--- src/rtl/retire_commit_ctrl.sv ---
// -----------------------------------------------------------------------------
// retire_commit_ctrl
//
// In-order retirement controller for the R10K-style core. Each cycle it scans
// the ROB head window from the oldest lane (lane 0) toward the youngest. It
// commits every complete entry up to the first one that cannot retire yet.
// Commit outputs are combinational from the current state and the head inputs,
// so an entry retires in the same cycle it is presented.
//
// The scan stops at the first lane that is:
//   - invalid or incomplete,
//   - a second store in the window,
//   - a store that the store queue is not ready to accept.
// After a mispredicted branch or a halt instruction commits, no younger lane
// in the window commits.
//
// Ports:
//   clock, reset            clock; synchronous active-high reset
//   head_*                  per-lane ROB head window (lane 0 oldest), flat buses
//   store_commit_ready      store queue accepts a store commit this cycle
//   retire_count            number of entries popped from the ROB this cycle
//   arch_we/addr/phys       arch map table write port, one per lane
//   free_mask               one-hot bitmap of tags returned to the freelist
//   store_commit_valid/idx  store commit request (does not depend on ready)
//   mispredict              one-cycle flush pulse
//   flush_rob_idx           ROB index of the mispredicted branch
//   redirect_pc             correct fetch target (0 when not taken)
//   recovering, halted      FSM status
//   retired_total           wrapping count of committed entries
// -----------------------------------------------------------------------------
module retire_commit_ctrl #(
    parameter int RETIRE_W       = 3,
    parameter int ROB_IDX_W      = 5,
    parameter int PHYS_W         = 6,
    parameter int ARCH_W         = 5,
    parameter int RECOVER_CYCLES = 2,
    parameter int CNT_W          = 32
) (
    input  logic                              clock,
    input  logic                              reset,
    input  logic [RETIRE_W-1:0]               head_valid,
    input  logic [RETIRE_W-1:0]               head_complete,
    input  logic [RETIRE_W-1:0]               head_is_branch,
    input  logic [RETIRE_W-1:0]               head_is_store,
    input  logic [RETIRE_W-1:0]               head_halt,
    input  logic [RETIRE_W-1:0]               head_pred_taken,
    input  logic [RETIRE_W-1:0]               head_act_taken,
    input  logic [RETIRE_W*32-1:0]            head_pred_target,
    input  logic [RETIRE_W*32-1:0]            head_act_target,
    input  logic [RETIRE_W*ARCH_W-1:0]        head_arch_rd,
    input  logic [RETIRE_W*PHYS_W-1:0]        head_phys_rd,
    input  logic [RETIRE_W*PHYS_W-1:0]        head_prev_phys_rd,
    input  logic [RETIRE_W*ROB_IDX_W-1:0]     head_rob_idx,
    input  logic                              store_commit_ready,
    output logic [$clog2(RETIRE_W+1)-1:0]     retire_count,
    output logic [RETIRE_W-1:0]               arch_we,
    output logic [RETIRE_W*ARCH_W-1:0]        arch_addr,
    output logic [RETIRE_W*PHYS_W-1:0]        arch_phys,
    output logic [(1<<PHYS_W)-1:0]            free_mask,
    output logic                              store_commit_valid,
    output logic [ROB_IDX_W-1:0]              store_commit_idx,
    output logic                              mispredict,
    output logic [ROB_IDX_W-1:0]              flush_rob_idx,
    output logic [31:0]                       redirect_pc,
    output logic                              recovering,
    output logic                              halted,
    output logic [CNT_W-1:0]                  retired_total
);

    localparam int CW   = $clog2(RETIRE_W + 1);
    localparam int RC_W = $clog2(RECOVER_CYCLES + 1);

    typedef enum logic [1:0] {
        RUN     = 2'd0,
        RECOVER = 2'd1,
        HALTED  = 2'd2
    } state_t;

    state_t              state_q, state_d;
    logic [RC_W-1:0]     rc_q, rc_d;
    logic [CNT_W-1:0]    total_q;
    logic [RETIRE_W-1:0] lane_misp;
    logic                scan_stop;
    logic                store_seen;

    always_ff @(posedge clock) begin
        // NOTE: non-blocking assignments make every register sample pre-edge values,
        // independent of statement order.
        if (reset) begin
            state_q <= RUN;
            rc_q    <= '0;
            total_q <= '0;
        end else begin
            state_q <= state_d;
            rc_q    <= rc_d;
            total_q <= total_q + CNT_W'(retire_count);
        end
    end

    // Wrong direction, or right (taken) direction but wrong target.
    always_comb begin
        for (int i = 0; i < RETIRE_W; i++) begin
            lane_misp[i] = (head_pred_taken[i] != head_act_taken[i]) ||
                           (head_act_taken[i] &&
                            (head_pred_target[i*32 +: 32] != head_act_target[i*32 +: 32]));
        end
    end

    always_comb begin
        // NOTE: every signal driven here gets a default first, so no path through
        // the case/loop can infer a latch.
        retire_count       = '0;
        arch_we            = '0;
        arch_addr          = '0;
        arch_phys          = '0;
        free_mask          = '0;
        store_commit_valid = 1'b0;
        store_commit_idx   = '0;
        mispredict         = 1'b0;
        flush_rob_idx      = '0;
        redirect_pc        = '0;
        state_d            = state_q;
        rc_d               = rc_q;
        scan_stop          = 1'b0;
        store_seen         = 1'b0;

        if (!reset) begin
            case (state_q)
                RUN: begin
                    for (int i = 0; i < RETIRE_W; i++) begin
                        if (!scan_stop) begin
                            if (!head_valid[i] || !head_complete[i]) begin
                                scan_stop = 1'b1;
                            end else if (head_is_store[i] && store_seen) begin
                                // Only one store may commit per cycle.
                                scan_stop = 1'b1;
                            end else begin
                                // The request is raised before looking at ready.
                                // Only an older store could stop the scan here,
                                // and that case is caught by store_seen.
                                // So valid never depends on ready.
                                if (head_is_store[i]) begin
                                    store_seen         = 1'b1;
                                    store_commit_valid = 1'b1;
                                    store_commit_idx   = head_rob_idx[i*ROB_IDX_W +: ROB_IDX_W];
                                end
                                if (head_is_store[i] && !store_commit_ready) begin
                                    scan_stop = 1'b1;
                                end else begin
                                    retire_count = retire_count + CW'(1);
                                    if (!head_is_branch[i] &&
                                        (head_arch_rd[i*ARCH_W +: ARCH_W] != '0)) begin
                                        arch_we[i]                      = 1'b1;
                                        arch_addr[i*ARCH_W +: ARCH_W]   = head_arch_rd[i*ARCH_W +: ARCH_W];
                                        arch_phys[i*PHYS_W +: PHYS_W]   = head_phys_rd[i*PHYS_W +: PHYS_W];
                                        if (head_prev_phys_rd[i*PHYS_W +: PHYS_W] != '0) begin
                                            free_mask[head_prev_phys_rd[i*PHYS_W +: PHYS_W]] = 1'b1;
                                        end
                                    end
                                    // The scan stops here, so the oldest of a
                                    // mispredict or a halt always wins.
                                    if (head_is_branch[i] && lane_misp[i]) begin
                                        mispredict    = 1'b1;
                                        flush_rob_idx = head_rob_idx[i*ROB_IDX_W +: ROB_IDX_W];
                                        redirect_pc   = head_act_taken[i] ?
                                                        head_act_target[i*32 +: 32] : 32'd0;
                                        state_d       = RECOVER;
                                        rc_d          = RC_W'(RECOVER_CYCLES);
                                        scan_stop     = 1'b1;
                                    end else if (head_halt[i]) begin
                                        state_d   = HALTED;
                                        scan_stop = 1'b1;
                                    end
                                end
                            end
                        end
                    end
                end
                RECOVER: begin
                    // The ROB is flushing, so the head window is ignored.
                    if (rc_q <= RC_W'(1)) begin
                        state_d = RUN;
                        rc_d    = '0;
                    end else begin
                        rc_d = rc_q - RC_W'(1);
                    end
                end
                HALTED: begin
                    state_d = HALTED;
                end
                default: begin
                    state_d = RUN;
                    rc_d    = '0;
                end
            endcase
        end
    end

    assign recovering    = !reset && (state_q == RECOVER);
    assign halted        = !reset && (state_q == HALTED);
    assign retired_total = reset ? '0 : total_q;

endmodule

--- config.mk ---
export PLATFORM = sky130hd
export DESIGN_NAME = retire_commit_ctrl
export DESIGN_NICKNAME = d
export VERILOG_FILES = /design/src/rtl/retire_commit_ctrl.sv
export SDC_FILE = /design/constraint.sdc
export NUM_CORES = 1
export LEC_CHECK = 0
export BUFFER_PORTS_ARGS = -buffer_cell sky130_fd_sc_hd__buf_4
export CAP_MARGIN = 30
export CORE_AREA = 5 5 177 179
export CTS_CLUSTER_SIZE = 10
export DETAILED_ROUTE_END_ITERATION = 10
export DIE_AREA = 0 0 182 184
export PLACE_DENSITY = 0.56
export SLEW_MARGIN = 30
export SYNTH_ARGS = -nofsm -noshare
export SYNTH_HDL_FRONTEND = slang
export SYNTH_SLANG_ARGS = --single-unit
--- constraint.sdc ---
create_clock -name clock -period 5.6 [get_ports clock]
set_input_delay 1.12 -clock clock [delete_from_list [all_inputs] [get_ports clock]]
set_output_delay 1.12 -clock clock [all_outputs]
set_load 0.05 [all_outputs]
==> metrics.cfg, run 1 <==
[sta]
relSlewSlack = 0.3600
finalSetupViolations = 0
hold_violations = 0
final.setup.worst_slack_ns = 0.2245
holdWs_ns = 0.4848
fin_skew_ns = 0.005688
report.final.slew_viol_count = 0
tns_ns = 0
tightest_slew_ns = 0.9579
fin_crit_sh = 0.9599
fmax_mhz = 186.0
period_needed_ns = 5.375

[clock_network]
htree_num_levels = 2
cts_hold_buf = 0
root_buffer = clkbuf_16
clk_pin_slew_ns = 0.05
tritoncts = yes
clk-insertion-delay-late_ns = 0.27
cts_sinks = 36
clockBufferDepth = 2
cts_made_buffers = 5

[yosys]
synthTopCellsByCount = a22oi_1 (79), xor2_1 (72), nor2_1 (69), nand2_1 (62), xnor2_1 (50)
ys_async_sr_fraction = 0
netlist_instances = 843
synth_top_area_frac = 0.1228
yosys_register_bits = 36
synthTopCellsByArea = dfxtp_1 (12%), xor2_1 (11%), a22oi_1 (10%)
yosys_warnings = 0
synthFlopType = dfxtp_1
synth_nets = 1129
synth_edf_count = 0
synth_cell_types = 57
netlist_area_um2 = 5869
yosysSeqAreaShare = 0.1228
synth_most_common_cell = a22oi_1
yosysTopAreaCell = dfxtp_1
avgSynthCellArea_um2 = 6.962

[routing]
drtAntennaViolNets = 0
vias_per_cell = 5.063
detailedRoute.firstPassIterationCount = 8
num_vias = 8495
drc = 0
drt-initial-drc-count = 1013
totalWireLength_um = 38330
wl_per_cell_um = 22.84

[setup_path]
cp.required_ns = 4.48
cp-start-kind = input pin
crit_fanout = 28
crit_path_end_kind = primary output
path_class = input pin to primary output
crit_chain = buf_4 -> xnor2_1 -> nand4_1 -> nor4_1 -> buf_4 -> a31o_2 -> nand2_1 -> buf_4 -> nor3_2 -> buf_6 -> nand2_1 -> o221ai_1 -> buf_4
slowest_delay_ns = 0.41
timing.critical_path.slowest_stage_cell = nor4_1
arrival_ns = 4.26
cp_common_cell = buf_4

[placed_design]
place.gp.congestion = 0.9337
placed_cells = 1671
pre_cts_slack_ns = 0.1505
portBuffers = 460
dp_hpwl_um = 32910

[floorplanning]
io_pins = 462
dieArea_um2 = 33490
dieWidth_um = 182
initial_core_util = 0.1996
die-height_um = 184
row_count = 63
coreArea_um2 = 29400

[final_layout]
fin_util = 0.3414
nets = 1574
layout-drive-gt1-share = 0.4045
instances_no_fill = 1678
synthToLayoutAreaGrowth_pct = 71.01
antennaDiodeCount = 0

[min_path]
min_path_type = register to register

[pwr]
ir_worst_vdd_mv = 0.1179
powerDensity_nw_per_um2 = 95.54
total_leakage_power_nw = 4.250

[global_route]
grt_pass1_vias = 8397
antenna_found_initial = 0
grt_max_degree = 68
grt_overflow = 0
grt_pass1_wl_um = 54610
grt_use_total = 0.2105

[run_status]
status = complete, no violations

[run]
cap_violations = 0

area by class of cell:
cell class                 count  area [um^2]
fill                        3174        19360
multi-input combinational    736         4885
timing repair buffer         495         3757
sequential                    36        720.7
tap                          390        488.0
clock buffer                   6        128.9
inverter                      14        52.55
clock inverter                 1        5.005
sequential cells by signal, summed over array words and instances, names as in the netlist:
| register | cells |
|---|---|
| rc_q | 2 |
| state_q | 2 |
| total_q | 32 |
critical path: cells and delay by family:
| family | cells | cell delay, ns |
|---|---|---|
| AO/OA/AOI/OAI | 2 | 0.50 |
| buffers and inverters | 5 | 1.01 |
| XOR/XNOR | 1 | 0.37 |
| AND/OR/NAND/NOR | 5 | 1.22 |
logic make-up after synthesis:
logic type | count (synthesis) | share of synthesized area
DFF | 36 | 0.1228
and+or+nand+nor | 387 | 0.3573
xor gates and xnor gates | 122 | 0.1820
buffers and inverters | 71 | 0.05159
AOI/OAI and AO/OA | 222 | 0.2758
adders and majority gates | 4 | 0.009807
other | 1 | 0.0006389
power breakdown:
part	internal (mW)	switching, mW
clock network	0.162	0.101
logic	0.204	0.233
registers	0.258	0.00159
total	0.623	0.336
per-stage QoR:
step	instance area, um^2	power [mW]
2_1_floorplan	5869	0.4327
3_3_place_gp	9884	0.6927
3_5_place_dp	9894	0.6939
4_1_cts	10030	0.9616
5_1_grt	10040	1.006
6_report	10040	0.9590
repair_timing:
item                       4_1_cts  5_1_grt
setup buffers                    0        0
gates resized for setup          0        1
setup endpoints to repair        0        4
layer usage:
metal / routed length (um) / up-vias / GRT usage
met5: 0 / - / 0
met4: 389 / 0 / 0.02162
met3: 2834 / 34 / 0.03562
met2: 17590 / 443 / 0.3453
met1: 17510 / 3996 / 0.3004
li1: - / 4022 / -
final timing paths:
kind                                           start       endpoint  slack (ns)  cells after the start
worst max-delay path            head_pred_target[29]  free_mask[39]        0.22                     13
worst min-delay path                         rc_q[1]        rc_q[1]        0.48                      2
worst max register to register            state_q[1]    total_q[29]        2.29                     14
worst min register to register               rc_q[1]        rc_q[1]        0.48                      2
cell usage in the layout (no fill, tap or decap), drive strengths merged, types with 25 or more instances in the layout:
master   Yosys  layout
nand2       62      62
xnor2       50      50
nor3        25      25
dfxtp       36      36
nand4       26      26
nand3       45      45
o2bb2ai     37      37
a21oi       39      39
nor2b       41      41
and2        35      35
a22oi       79      79
xor2        72      72
buf         12     495
nor2        69      69
(Power assumes the default switching activity.)
==> run 2, diff against run 1 <==
CORE_AREA = 10 10 172 174   (was 5 5 177 179)
PLACE_DENSITY = 0.5   (was 0.56)
==> metrics.cfg, run 2 (synthesized netlist as in run 1, its figures left out) <==
[run_status]
status = complete, no violations

[floorplanning]
die-height_um = 184  ; unchanged
dieWidth_um = 182  ; unchanged
io_pins = 462  ; unchanged
dieArea_um2 = 33490  ; unchanged
row_count = 59  ; -6.3%
coreArea_um2 = 25910  ; -12%
initial_core_util = 0.2265  ; +0.02689

[placed_design]
portBuffers = 460  ; unchanged
dp_hpwl_um = 35640  ; +8.3%
pre_cts_slack_ns = 0.1774  ; +0.02683 ns
place.gp.congestion = 0.9500  ; +1.7%

[global_route]
grt_overflow = 0  ; unchanged
grt_use_total = 0.2280  ; +0.01745
grt_pass1_vias = 8614  ; +2.6%
antenna_found_initial = 7  ; +7
grt_pass1_wl_um = 58610  ; +7.3%
grt_max_degree = 68  ; unchanged

[final_layout]
nets = 1573  ; -0.064%
reg_top3 = total_q (32), rc_q (2), state_q (2)
layout_common_cells = buf_4 (490), a22oi_1 (79), xor2_1 (72)
regMostFlops = total_q
synthToLayoutAreaGrowth_pct = 70.24
layout-drive-gt1-share = 0.4045  ; unchanged
n_fill_cell = 2869  ; -9.6%
largest_reg_flops = 32  ; unchanged
fin_util = 0.3856  ; +0.04425
final_common_cell = buf_4

[setup_path]
timing.critical_path.slowest_stage_cell = nor4_1
worst-r2r-cell-count = 14  ; unchanged
slowest_delay_ns = 0.42  ; about the same
rr_startpoint = state_q[1]
cpLargestDelayFamily = simple AND/OR/NAND/NOR gates
cp_common_cell = buf_4
r2r-end = total_q[31]
rrSetupSlack_ns = 2.29  ; about the same
crit_path_end_kind = primary output
path_class = input pin to primary output
critPathLaunch = head_pred_target[29]
crit_chain = buf_4 -> xnor2_1 -> nand4_1 -> nor4_1 -> buf_4 -> a31o_2 -> nand3_1 -> nor2_2 -> nand4b_1 -> o221ai_1 -> buf_4
crit_fanout = 8  ; -71%
arrival_ns = 4.28  ; +0.02 ns
cp-start-kind = input pin
cp.buffers_inverters = 3  ; -2
cp.required_ns = 4.48  ; about the same

[sta]
holdWs_ns = 0.4748  ; -0.01002 ns
hold_violations = 0  ; unchanged
rsz0062_at_grt = false
finalSetupViolations = 0  ; unchanged
fin_crit_sh = 0.9641  ; +0.004198
relSlewSlack = 0.3902  ; +0.03021
final.setup.worst_slack_ns = 0.2010  ; -0.02351 ns
tightest_slew_ns = 0.9077  ; -0.05023 ns
fin_skew_ns = 0.002379  ; -0.003309 ns
period_needed_ns = 5.399  ; +0.02351 ns
report.final.slew_viol_count = 0  ; unchanged
fmax_mhz = 185.2  ; -0.44%
tns_ns = 0  ; unchanged

[clock_network]
tritoncts = yes
htree_num_levels = 2  ; unchanged
clk_pin_slew_ns = 0.05  ; about the same
cts_sinks = 36  ; unchanged
cts_made_buffers = 5  ; unchanged
post-cts-setup-buffer-count = 0  ; unchanged
clk-insertion-delay-late_ns = 0.27  ; about the same
clockBufferDepth = 2  ; unchanged
root_buffer = clkbuf_16

[pwr]
power.total_uw = 973.2  ; +1.5%
pwr-share-seq = 0.266  ; -0.004
powerDensity_nw_per_um2 = 97.40  ; +1.9%
intPower_uw = 640.0  ; +2.7%
ir_worst_vdd_mv = 0.1089  ; -7.6%
p_switching_uw = 333.2  ; -0.70%
total_leakage_power_nw = 4.249  ; about the same
pwr-share-comb = 0.450  ; -0.006
switching_share = 0.3424  ; -0.007537
pwr-share-clk = 0.283  ; +0.009

[run]
cap_violations = 0  ; unchanged

[routing]
totalWireLength_um = 41200  ; +7.5%
vias_per_cell = 5.208  ; +2.9%
drc = 0  ; unchanged
wl_per_cell_um = 25.34  ; +11%
met2WireLength_um = 19270  ; +9.5%
m1WireLength_um = 17660  ; +0.83%
top_layer = met5
detailedRoute.firstPassIterationCount = 5  ; -3
wl_met3_um = 3624  ; +28%
drtAntennaViolNets = 0  ; unchanged
drt-initial-drc-count = 792  ; -22%
num_vias = 8468  ; -0.32%

[min_path]
worstHoldStart = rc_q[1]
worstHoldEndpoint = rc_q[1]
holdPathStages = 2  ; unchanged
min_path_type = register to register

[run 2: changes by cell type in the layout (fill, tap and decap cells not counted), sizes merged]
cell    previous run  this run
clkbuf             6         8
clkinv             1         0
buf              495       494
diode              0         3
[run 2: worst min-delay path, delay by kind of cell, from the launching register on]
family | cells | cell delay, ns
flip-flops | 1 | 0.31
AO/OA/AOI/OAI | 1 | 0.06
buffers and inverters | 1 | 0.06
[run 2: per-stage QoR]
stage | std cells | area (um^2)
after floorplan | 843 | 5869
after global placement | 1615 | 9821
after detailed placement | 1615 | 9821
after CTS | 1623 | 9967
after global routing | 1625 | 9990
final | 1626 | 9992
[run 2: what timing repair did]
item,CTS,global route
endpoints found under the setup margin,0,7
hold buffers,0,0
resized for setup,0,1
[run 2: worst max path at each step]
stage	depth (start not counted)	end	slack, ns
finish	11	free_mask[27]	0.20
global route	11	free_mask[28]	0.02
CTS	11	free_mask[28]	0.15
detailed placement	11	free_mask[26]	0.18
global placement	11	free_mask[31]	0.33
floorplan	18	total_q[26]	0.1
[run 2: final cells by class]
class                      instances  area [um^2]  share of cell area
antenna                            3        7.507           0.0007513
sequential                        36        720.7             0.07213
timing repair buffer             494         3759              0.3762
inverter                          14        52.55            0.005259
tap                              335        419.2             0.04195
clock buffer                       8        146.4             0.01465
multi-input combinational        736         4887              0.4891
[run 2: power by group through the flow]
stage	logic [mW]	clock network, mW	registers, mW
6_report	0.438	0.276	0.259
2_1_floorplan	0.169	0	0.264
3_3_place_gp	0.431	0	0.265
5_1_grt	0.467	0.294	0.259
4_1_cts	0.433	0.285	0.259
3_5_place_dp	0.431	0	0.265
[run 2: layer usage]
metal  up-vias  GRT usage
met3        41    0.06496
met2       415     0.3743
met4         6    0.04003
li1       4016          -
met1      3990     0.2928
met5         -          0
